### config.mk
export PLATFORM = sky130hd
export DESIGN_NAME = shift_load_controller
export DESIGN_NICKNAME = d
export VERILOG_FILES = /design/src/rtl/conway_pkg.sv /design/src/rtl/serial_to_parallel.sv /design/src/rtl/shift_load_controller.sv
export SDC_FILE = /design/constraint.sdc
export NUM_CORES = 1
export LEC_CHECK = 0
export ABC_CLOCK_PERIOD_IN_PS = 1730
export BUFFER_PORTS_ARGS = -buffer_cell sky130_fd_sc_hd__buf_4
export CAP_MARGIN = 20
export CELL_PAD_IN_SITES_DETAIL_PLACEMENT = 1
export CELL_PAD_IN_SITES_GLOBAL_PLACEMENT = 1
export CORE_MARGIN = 2
export CORE_UTILIZATION = 39
export DETAILED_ROUTE_END_ITERATION = 8
export PLACE_DENSITY_LB_ADDON = 0.3
export SLEW_MARGIN = 15
export SYNTH_ARGS = -nofsm -noshare
export SYNTH_HDL_FRONTEND = slang
export SYNTH_HIERARCHICAL = 1
export SYNTH_SLANG_ARGS = --single-unit
### constraint.sdc
create_clock -name CLK -period 1.73 [get_ports CLK]
set_input_delay 0.173 -clock CLK [delete_from_list [all_inputs] [get_ports CLK]]
set_output_delay 0.173 -clock CLK [all_outputs]
set_load 0.01 [all_outputs]
### src/rtl/conway_pkg.sv
// Shared types and helpers for the Conway board loader.
package conway_pkg;

  // Controller states, exposed on state_dbg for observation.
  typedef enum logic [2:0] {
    IDLE   = 3'd0,
    CLEAR  = 3'd1,
    SHIFT  = 3'd2,
    WRITE  = 3'd3,
    FINISH = 3'd4
  } state_t;

  // Width of a counter that spans 0..n-1; at least one bit.
  function automatic int cnt_width(input int n);
    return (n <= 2) ? 1 : $clog2(n);
  endfunction

endpackage

### src/rtl/serial_to_parallel.sv
// Serial-in, parallel-out shift register. The first bit shifted in ends up
// in the MSB after data_size shifts. RST is an asynchronous active-high clear
// driven from a dedicated flop, so it is glitch-free.
module serial_to_parallel #(
  parameter int data_size = 64
) (
  input  logic                 CLK,
  input  logic                 RST,
  input  logic                 EN,
  input  logic                 DATA_IN,
  output logic [data_size-1:0] DATA_OUT
);

  // Shift left by one on each enabled clock; clear asynchronously on RST.
  always_ff @(posedge CLK or posedge RST) begin
    if (RST) begin
      DATA_OUT <= '0;
    end else if (EN) begin
      DATA_OUT <= {DATA_OUT[data_size-2:0], DATA_IN};
    end
  end

endmodule

### src/rtl/shift_load_controller.sv
// Loads a full Conway board row by row from a serial bit stream.
//
// Handshakes: a transfer happens in a cycle where both valid and ready are
// high at the rising clock edge. BIT_READY/BIT_VALID move one serial bit,
// ROW_VALID/ROW_READY move one completed row. A source holds its data
// stable while valid is high and ready is low. ABORT forces both ready and
// valid outputs low in the cycle it is asserted.
module shift_load_controller
  import conway_pkg::*;
#(
  parameter  int data_size = 64,
  parameter  int num_rows  = 64,
  localparam int bw        = cnt_width(data_size),
  localparam int aw        = cnt_width(num_rows)
) (
  input  logic                 CLK,
  input  logic                 RST_N,
  input  logic                 START,
  input  logic                 ABORT,
  input  logic                 BIT_IN,
  input  logic                 BIT_VALID,
  output logic                 BIT_READY,
  output logic [data_size-1:0] ROW_DATA,
  output logic [aw-1:0]        ROW_ADDR,
  output logic                 ROW_VALID,
  input  logic                 ROW_READY,
  output logic                 BUSY,
  output logic                 DONE,
  output state_t               state_dbg
);

  localparam logic [bw-1:0] bit_last = bw'(data_size - 1);
  localparam logic [aw-1:0] row_last = aw'(num_rows - 1);

  state_t        state;
  logic [bw-1:0] bit_cnt;
  logic [aw-1:0] row_cnt;
  logic          sr_clr;
  logic          sr_en;

  // Handshake outputs decode the state; ABORT masks them in its own cycle
  // so no bit is taken and no row is offered while cancelling.
  assign BIT_READY = (state == SHIFT) && !ABORT;
  assign ROW_VALID = (state == WRITE) && !ABORT;
  assign DONE      = (state == FINISH) && !ABORT;
  assign BUSY      = (state != IDLE);
  assign ROW_ADDR  = row_cnt;
  assign sr_en     = BIT_READY && BIT_VALID;
  assign state_dbg = state;

  // The single shift register; it is only cleared at load start or reset,
  // since each row fully overwrites it.
  serial_to_parallel #(
    .data_size(data_size)
  ) u_sr (
    .CLK     (CLK),
    .RST     (sr_clr),
    .EN      (sr_en),
    .DATA_IN (BIT_IN),
    .DATA_OUT(ROW_DATA)
  );

  // Controller state, counters and the shift-register clear flop.
  always_ff @(posedge CLK) begin
    if (!RST_N) begin
      state   <= IDLE;
      bit_cnt <= '0;
      row_cnt <= '0;
      sr_clr  <= 1'b1;
    end else begin
      sr_clr <= 1'b0;
      if (ABORT) begin
        state   <= IDLE;
        bit_cnt <= '0;
        row_cnt <= '0;
      end else begin
        case (state)
          IDLE: begin
            if (START) begin
              state   <= CLEAR;
              sr_clr  <= 1'b1;
              bit_cnt <= '0;
              row_cnt <= '0;
            end
          end
          CLEAR: begin
            state <= SHIFT;
          end
          SHIFT: begin
            if (BIT_VALID) begin
              if (bit_cnt == bit_last) begin
                bit_cnt <= '0;
                state   <= WRITE;
              end else begin
                bit_cnt <= bit_cnt + 1'b1;
              end
            end
          end
          WRITE: begin
            if (ROW_READY) begin
              if (row_cnt == row_last) begin
                state <= FINISH;
              end else begin
                row_cnt <= row_cnt + 1'b1;
                state   <= SHIFT;
              end
            end
          end
          FINISH: begin
            state <= IDLE;
          end
          default: begin
            state <= IDLE;
          end
        endcase
      end
    end
  end

endmodule

== Word-level counts from Yosys, hierarchy flattened ==
Index checks and enable logic that the tools add are counted.

* $add $sub $neg: 2
* $mul: 0
* Div/mod/pow operators: 0
* Magnitude comparators: 0
* Equality and inequality tests: 11
* Shifts and indexed selects: 0
* Muxes and demuxes: 16
* Bitwise gates (word level): 1
* Reduce and logical (&&, ||, !) cells: 13

{| class="wikitable"
|+ Operators by type and width
! operator !! count
|-
| $mux W6 || 5
|-
| $pmux W6 S2 || 2
|-
| $mux W3 || 5
|-
| $add A6 B1 Y6 const B || 2
|-
| $eq A6 B6 Y1 const B || 2
|-
| $pmux W3 S4 || 1
|-
| $ne A2 B2 Y1 const B || 4
|-
| $reduce_and A4 Y1 || 2
|-
| $eq A3 B2 Y1 const B || 2
|-
| $logic_and A1 B1 Y1 || 4
|-
| $reduce_bool A2 Y1 || 2
|-
| $eq A3 B1 Y1 const B || 1
|-
| $eq A3 B3 Y1 const B || 1
|-
| $logic_not A3 Y1 || 1
|-
| $mux W1 || 3
|-
| $reduce_and A3 Y1 || 1
|-
| $reduce_bool A3 Y1 || 1
|-
| $ne A2 B1 Y1 const B || 1
|-
| $reduce_or A2 Y1 || 1
|-
| $logic_not A1 Y1 || 1
|-
| $not A1 Y1 || 1
|}

* Bits in registers: 80
* Latch bits: 0
* RAM bits: 0
* ROM bits: 0
* Bits of input ports: 7
* Output and inout bits: 77
* Logic and storage cells: 48
* Memories kept: 0

== Depth between registers and ports, before layout ==
Gate-level depths: netlist of the first run.

* Depth in word-level cells: 4
* Depth in mapped cells: 7
* Mapped depth without buffers: 5

== By module ==
Netlist of the first run, hierarchy kept.

{| class="wikitable"
|+ By module, submodules not included
! module !! instances !! cells an instance !! area each (sq um)
|-
| serial_to_parallel || 1 || 136 || 2,682.6
|-
| shift_load_controller || 1 || 100 || 840.8
|}

== Worst setup path before layout of the first run ==
Ideal clock, no wire load.

* Path kind: register to register
* From: register state[2] (netlist: state_dbg[2])
* To: register u_sr.DATA_OUT[0]
* Library setup time: 125 ps
* Data arrival time: 1,497 ps
* Required time: 1,605 ps
* Path slack: 108 ps
* Cell stages (with the launch flop): 8
* Clock period less this slack: 1,622 ps
* Path through: dfxtp_1 buf_2 nor2_4 nand3_1 nor2_1 buf_6 buf_12 mux2_4

* Longest elaborated chain between the ends: 3

{| class="wikitable"
|+ Ends and longest elaborated chain
! element !! line !! RTL
|-
| start: declaration || shift_load_controller.sv:35 || <nowiki>state_t state;</nowiki>
|-
| start signal: assignment || shift_load_controller.sv:66 || <nowiki>state <= IDLE;</nowiki>
|-
| start signal: assignment || shift_load_controller.sv:73 || <nowiki>state <= IDLE;</nowiki>
|-
| start signal: assignment || shift_load_controller.sv:80 || <nowiki>state <= CLEAR;</nowiki>
|-
| $eq A3 B2 Y1 || shift_load_controller.sv:43 || <nowiki>assign BIT_READY = (state == SHIFT) && !ABORT;</nowiki>
|-
| $logic_and A1 B1 Y1 || shift_load_controller.sv:43 ||
|-
| $logic_and A1 B1 Y1 || shift_load_controller.sv:48 || <nowiki>assign sr_en = BIT_READY && BIT_VALID;</nowiki>
|-
| net sr_en || shift_load_controller.sv:39 || <nowiki>logic sr_en;</nowiki>
|-
| end signal: assignment || serial_to_parallel.sv:19 || <nowiki>DATA_OUT <= {DATA_OUT[data_size-2:0], DATA_IN};</nowiki>
|-
| end: declaration || serial_to_parallel.sv:11 || <nowiki>output logic [data_size-1:0] DATA_OUT</nowiki>
|}

The timed path passes the listed nets, and every way through them passes these cells.
A chain may end at the register's enable or synchronous reset.

== Worst setup path after layout of the first run ==
* From: register state[0] (netlist: state_dbg[0])
* To: output BIT_READY

* Longest elaborated chain between the ends: 2

{| class="wikitable"
|+ Ends and longest elaborated chain
! element !! line !! RTL
|-
| $eq A3 B2 Y1 || shift_load_controller.sv:43 ||
|-
| $logic_and A1 B1 Y1 || shift_load_controller.sv:43 ||
|-
| end: declaration || shift_load_controller.sv:22 || <nowiki>output logic BIT_READY,</nowiki>
|}

Every way passes these cells.

==> flow_summary.yaml, run 1 <==
yosys:
  yosys_warnings: 6
  syn_area_per_cell_um2: 14.93
  synth-edff-count: 0
  synth_cell_types: 40
  synth_fp_nets: 245
  synth_area_um2: 3523
  synthCells: 236
  async_flop_share: 0.8000
  ys_seq_area_frac: 0.5455
  synth_seq_cells: 80
  synth_ff_type: "dfrtp_1"
global_routing:
  grt_pass1_vias: 2300
  grt_first_pass_wirelength_um: 12140
  grt_use_total: 0.1546
  grt_max_degree: 65
  overflow: 0
  grt_antenna_before_repair: 0
worst_setup_path:
  r2r-end: "ROW_ADDR[5]"
  crit_path_max_fanout: 8
  cp-endpoint: "BIT_READY"
  required_ns: 1.56
  cpMostUsedCell: "buf_4"
  crit_slowest_cell: "or3b_4"
  critPathCaptureType: "output pin"
  setup.worst_path.class: "reg -> out"
  r2r_slack_ns: 0.15
  r2r-start: "ROW_ADDR[0]"
  crit_cells: 4
  max_stage_delay_ns: 0.43
  rr_worst_depth: 5
  startpoint_type: "flip-flop"
  critical_path.cell_chain: "buf_4, or3b_4, nor2_2, buf_4"
  cp_top_family: "simple AND/OR/NAND/NOR gates"
  critPathBufInv: 2
  startpoint: "state_dbg[0]"
  critical_path_arrival_ns: 1.49
clocking:
  cts_tree: "yes"
  clk_pin_slew_ns: 0.08
  clock-sinks: 80
  root_buffer: "clkbuf_8"
  worst_skew_pair.late_latency_ns: 0.34
  cts_setup_buffers: 0
  cts_max_level: 3
  cts_buffers: 9
  cts_buffer_depth: 2
finish:
  finish.utilization: 0.5125
  drive_above_1_share: 0.5444
  final_common_cell: "buf_4"
  diodes: 0
  fillers: 894
  final_cell_mix: "buf_4 (91), dfrtp_1 (64), mux2_4 (60)"
  final_cells: 446
  nets: 342
  area_growth_pct: 26.85
die:
  die_x_um: 99.05
  die_y_um: 99.05
  initial_utilization: 0.4040
  die_area_um2: 9811
  ios: 84
  rows: 34
  core-area_um2: 8721
routing:
  wire_per_inst_um: 16.26
  dr.pass1.iters: 4
  ant_nets: 0
  drt_iter0_markers: 56
  totalWireLength_um: 7252
  post-route-drc-count: 0
  post_drt_via_cell_ratio: 4.987
  via_count: 2224
run:
  max_cap_viol_count: 0
sta:
  max-slew-margin-rel: 0.7745
  period_minus_slack_ns: 1.664
  setup_violations: 0
  slew_viol_final: 0
  finalClockSkew_ns: 0.008332
  fmax_mhz: 601.1
  tightest_slew_ns: 0.3382
  rsz0062_at_grt: "yes"
  period_share: 0.9616
  hold_viol_final: 0
power_and_ir_drop:
  pwr-share-clk: 0.392
  p_switching_mw: 0.8183
  internal_power_mw: 2.504
  vdd_drop_max_uv: 277.7
  combPwrFrac: 0.043
  power_per_cell_area_nw_per_um2: 743.4
  cellLeakagePower_nw: 2.168
  swShare: 0.2463
  p_seq_frac: 0.566
placement:
  gp_routability_congestion: 0.7784
  hpwl_um: 5097
  dpl.cell_count: 429
  port_buffers: 83
min_path:
  hold_class: "in -> reg"
outcome:
  run_status: "finished clean"
flip-flops by register name, indices dropped and copies added, names as in the netlist:
signal	flops
bit_cnt	6
state_dbg	3
ROW_ADDR	6
sr_clr	1
u_sr/DATA_OUT	64
synthesized netlist by cell type (2+ instances only):
| cell type | instances | area share |
|---|---|---|
| and3_1 | 2 | 0.0036 |
| a21oi_1 | 6 | 0.0085 |
| nand3_1 | 6 | 0.0085 |
| inv_1 | 3 | 0.0032 |
| nand2_1 | 9 | 0.0096 |
| nor3_1 | 2 | 0.0028 |
| a41oi_1 | 2 | 0.0050 |
| mux2_4 | 60 | 0.26 |
| o21ai_1 | 6 | 0.0085 |
| nor2b_1 | 2 | 0.0036 |
| buf_12 | 6 | 0.034 |
| a31oi_1 | 6 | 0.011 |
| dfxtp_1 | 16 | 0.091 |
| xnor2_1 | 2 | 0.0050 |
| ha_1 | 2 | 0.0071 |
| or3b_1 | 3 | 0.0075 |
| dfrtp_1 | 64 | 0.45 |
| mux2_2 | 4 | 0.013 |
| or3_1 | 3 | 0.0053 |
| nor2_1 | 10 | 0.011 |
| nand2b_1 | 2 | 0.0036 |
| mux2i_1 | 2 | 0.0057 |
area by class of cell:
class                      count  area [um2]  area share
sequential                    80        1924      0.4306
multi-input combinational    144        1461      0.3270
timing repair buffer          95       744.5      0.1666
clock buffer                  10       137.6     0.03080
tap                          108       135.1     0.03024
clock inverter                 6       51.30     0.01148
inverter                       3       15.01    0.003359
power by group through the flow:
stage	Sequential [mW]	Clock (mW)	Combinational, mW
floorplan	1.92	0	0.0785
global placement	1.92	0	0.140
detailed placement	1.92	0	0.142
CTS	1.88	1.36	0.145
global route	1.88	1.46	0.159
finish	1.88	1.30	0.142
per-stage QoR:
| step | total power [mW] | setup TNS (ns) | setup WS, ns | instance area, um2 | hold WS (ns) |
|---|---|---|---|---|---|
| detailed placement | 2.060 | 0 | 0.1308 | 4257 | 0.3138 |
| floorplan | 1.999 | 0 | 0.1079 | 3527 | 0.2530 |
| finish | 3.322 | 0 | 0.06643 | 4469 | 0.04806 |
| CTS | 3.382 | 0 | 0.006188 | 4464 | 0.03133 |
| global route | 3.497 | -0.007530 | -0.007530 | 4469 | 0.03724 |
| global placement | 2.057 | 0 | 0.1887 | 4257 | 0.3077 |
worst min path at each step:
stage	endpoint	cells after the start	slack, ns	from
after global routing	state_dbg[0]	2	0.04	ROW_READY
final	state_dbg[0]	2	0.05	ROW_READY
after CTS	state_dbg[0]	2	0.03	ROW_READY
after global placement	u_sr/DATA_OUT[27]	2	0.31	sr_clr
after floorplan	sr_clr	1	0.25	RST_N
after detailed placement	u_sr/DATA_OUT[44]	2	0.31	sr_clr
cell families (layout without fill, tap and decap cells):
kind of cell,Yosys count,count (layout),synth area share
xor gates and xnor gates,3,3,0.007459
buffers and inverters,12,114,0.04403
adders and majority gates,2,2,0.007101
DFF,80,80,0.5455
AOI/OAI and AO/OA,24,24,0.04120
muxes,66,66,0.2741
and+or+nand+nor,49,49,0.08062
metal layers:
layer  up-vias  track usage  wire length, um
met2        65       0.2282             3307
li1       1039            -                -
met1      1115       0.2192             3413
met5         -            0                0
met3         5      0.04681              488
met4         0      0.04742               42
worst register-to-register path, delay by kind of cell (launching register included):
kind	cells	cell delay [ns]
AO/OA/AOI/OAI	2	0.53
AND/OR/NAND/NOR	2	0.38
adder cells (fa/ha/maj)	1	0.24
flip-flops	1	0.35
repair_timing:
action / 4_1_cts / 5_1_grt
gates resized for setup: 4 / 2
pin swaps: 0 / 1
endpoints found under the hold margin: 1 / 0
hold buffers: 1 / 0
endpoints found under the setup margin: 1 / 5
Power figures use the tool's default switching activity.
==> inputs of run 2 (changes only) <==
--- a/config.mk
+++ b/config.mk
@@ -11,9 +11,10 @@
 export CELL_PAD_IN_SITES_DETAIL_PLACEMENT = 1
 export CELL_PAD_IN_SITES_GLOBAL_PLACEMENT = 1
 export CORE_MARGIN = 2
-export CORE_UTILIZATION = 39
+export CORE_UTILIZATION = 25
 export DETAILED_ROUTE_END_ITERATION = 8
-export PLACE_DENSITY_LB_ADDON = 0.3
+export PLACE_DENSITY_LB_ADDON = 0.1
+export REMOVE_ABC_BUFFERS = 1
 export SLEW_MARGIN = 15
 export SYNTH_ARGS = -nofsm -noshare
 export SYNTH_HDL_FRONTEND = slang
==> run 2 against run 1 <==
Register-to-register slack gained 0.02 ns. Critical path depth did not move. First-iteration DRC count grew 5.4%.
==> flow_summary.yaml, run 2 (synthesis gave the netlist of run 1 again) <==
outcome:
  run_status: "finished clean"
power_and_ir_drop:
  internal_power_mw: 3.276
  swShare: 0.2080
  vdd_drop_max_uv: 355.7
  p_switching_mw: 0.8603
  power_per_cell_area_nw_per_um2: 865.3
  power_mw: 4.136
  pwr-share-clk: 0.510
  cellLeakagePower_nw: 2.285
  combPwrFrac: 0.035
  p_seq_frac: 0.455
global_routing:
  grt_use_total: 0.1115
  grt_first_pass_wirelength_um: 12650
  grt_antenna_before_repair: 0
  overflow: 0
  grt_pass1_vias: 2332
  grt_max_degree: 65
worst_setup_path:
  required_ns: 1.56
  critPathCaptureType: "output pin"
  startpoint_type: "flip-flop"
  setup.worst_path.class: "reg -> out"
  critical_path_arrival_ns: 1.48
  crit_path_max_fanout: 8
placement:
  dpl_worst_slack_ns: 0.1774
  placed_area_um2: 4438
  port_buffers: 83
  gp_routability_congestion: 0.7211
  hpwl_um: 5428
finish:
  largest_register_ffs: 64
  fin_area_um2: 4780
  nets: 347
  final_cell_mix: "buf_4 (93), dfrtp_1 (64), mux2_4 (60)"
  area_growth_pct: 35.65
  diodes: 0
  regMostFlops: "u_sr/DATA_OUT"
  final_common_cell: "buf_4"
  drive_above_1_share: 0.5423
sta:
  hold_viol_final: 0
  fin_tns_setup_ns: 0
  max-slew-margin-rel: 0.7585
  slew_viol_final: 0
  rsz0062_at_grt: "no"
  tightest_slew_ns: 0.3622
  finalClockSkew_ns: 0.004315
  period_minus_slack_ns: 1.649
  fmax_mhz: 606.5
  final.setup.worst_slack_ns: 0.08123
  period_share: 0.9530
  setup_violations: 0
clocking:
  cts_setup_buffers: 0
  cts_max_level: 3
  clock-sinks: 80
  cts_buffers: 9
  hold_buffers: 0
  cts_tree: "yes"
  worst_skew_pair.late_latency_ns: 0.34
  cts_buffer_depth: 2
  clk_pin_slew_ns: 0.06
  root_buffer: "clkbuf_16"
routing:
  via_count: 2257
  totalWireLength_um: 7809
  post_drt_via_cell_ratio: 4.315
  post-route-drc-count: 0
  wire_per_inst_um: 14.93
  drt_iter0_markers: 59
  dr.pass1.iters: 4
  ant_nets: 0
die:
  core-area_um2: 13830
  die_y_um: 122.7
  die_area_um2: 15060
  ios: 84
  die_x_um: 122.7
  initial_utilization: 0.2548
  rows: 43
run:
  max_cap_viol_count: 0
min_path:
  hold_class: "in -> reg"
==> run 2: changes by cell type in the layout (fill, tap and decap cells not counted), sizes merged <==
cell and delta:
buf +6, bufinv +2, clkbuf +2, clkinvlp -3
dlygate4sd3 -1, inv -1
==> run 2: path summary, 6_finish.rpt <==
path / cells past startpoint / end / slack [ns] / from
min: 2 / sr_clr / 0.03 / RST_N
max in group asynchronous: 2 / u_sr/DATA_OUT[62] / 1.17 / sr_clr
max reg2reg: 6 / u_sr/DATA_OUT[15] / 0.17 / state_dbg[2]
min reg2reg: 2 / u_sr/DATA_OUT[33] / 0.25 / sr_clr
min in group asynchronous: 2 / u_sr/DATA_OUT[33] / 0.25 / sr_clr
max: 4 / BIT_READY / 0.08 / state_dbg[0]
==> run 2: metal layers <==
metal / vias up / track usage / wire (um)
met4: 0 / 0.06466 / 147
li1: 1056 / - / -
met3: 9 / 0.02742 / 372
met1: 1137 / 0.1577 / 3875
met5: - / 0 / 0
met2: 55 / 0.1526 / 3413
==> run 2: cell type report <==
type | instances | area (um2)
Fill cell | 1453 | 9047
Sequential cell | 80 | 1922
Multi-Input combinational cell | 144 | 1459
Timing Repair Buffer | 100 | 829.5
Clock buffer | 12 | 256.5
Tap cell | 180 | 225.2
Clock inverter | 4 | 76.32
Inverter | 3 | 11.26
==> run 2: per-stage QoR <==
stage                     utilization  instances  hold WS [ns]
final                          0.3457        523       0.02664
after CTS                      0.3452        523      0.008145
after global routing           0.3457        523       0.02107
after detailed placement       0.3210        507        0.2876
after floorplan                     -        227        0.2530
after global placement         0.3210        507        0.2851
==> run 2: repair_timing <==
item	4_1_cts	5_1_grt
pin swaps	0	1
endpoints found under the setup margin	1	1
resized for setup	1	2
==> run 2: worst max-delay path, cell delays in order, from the launching register on <==
cell and delay (ns):
dfxtp_1 0.33, buf_4 0.17, or3b_4 0.42, nor2_2 0.09
buf_4 0.12
==> run 2: power groups by stage <==
stage	Combinational [mW]	Clock, mW	Sequential [mW]
4_1_cts	0.151	2.19	1.88
5_1_grt	0.163	2.27	1.88
2_1_floorplan	0.0750	0	1.92
3_5_place_dp	0.150	0	1.92
6_report	0.145	2.11	1.88
3_3_place_gp	0.151	0	1.92
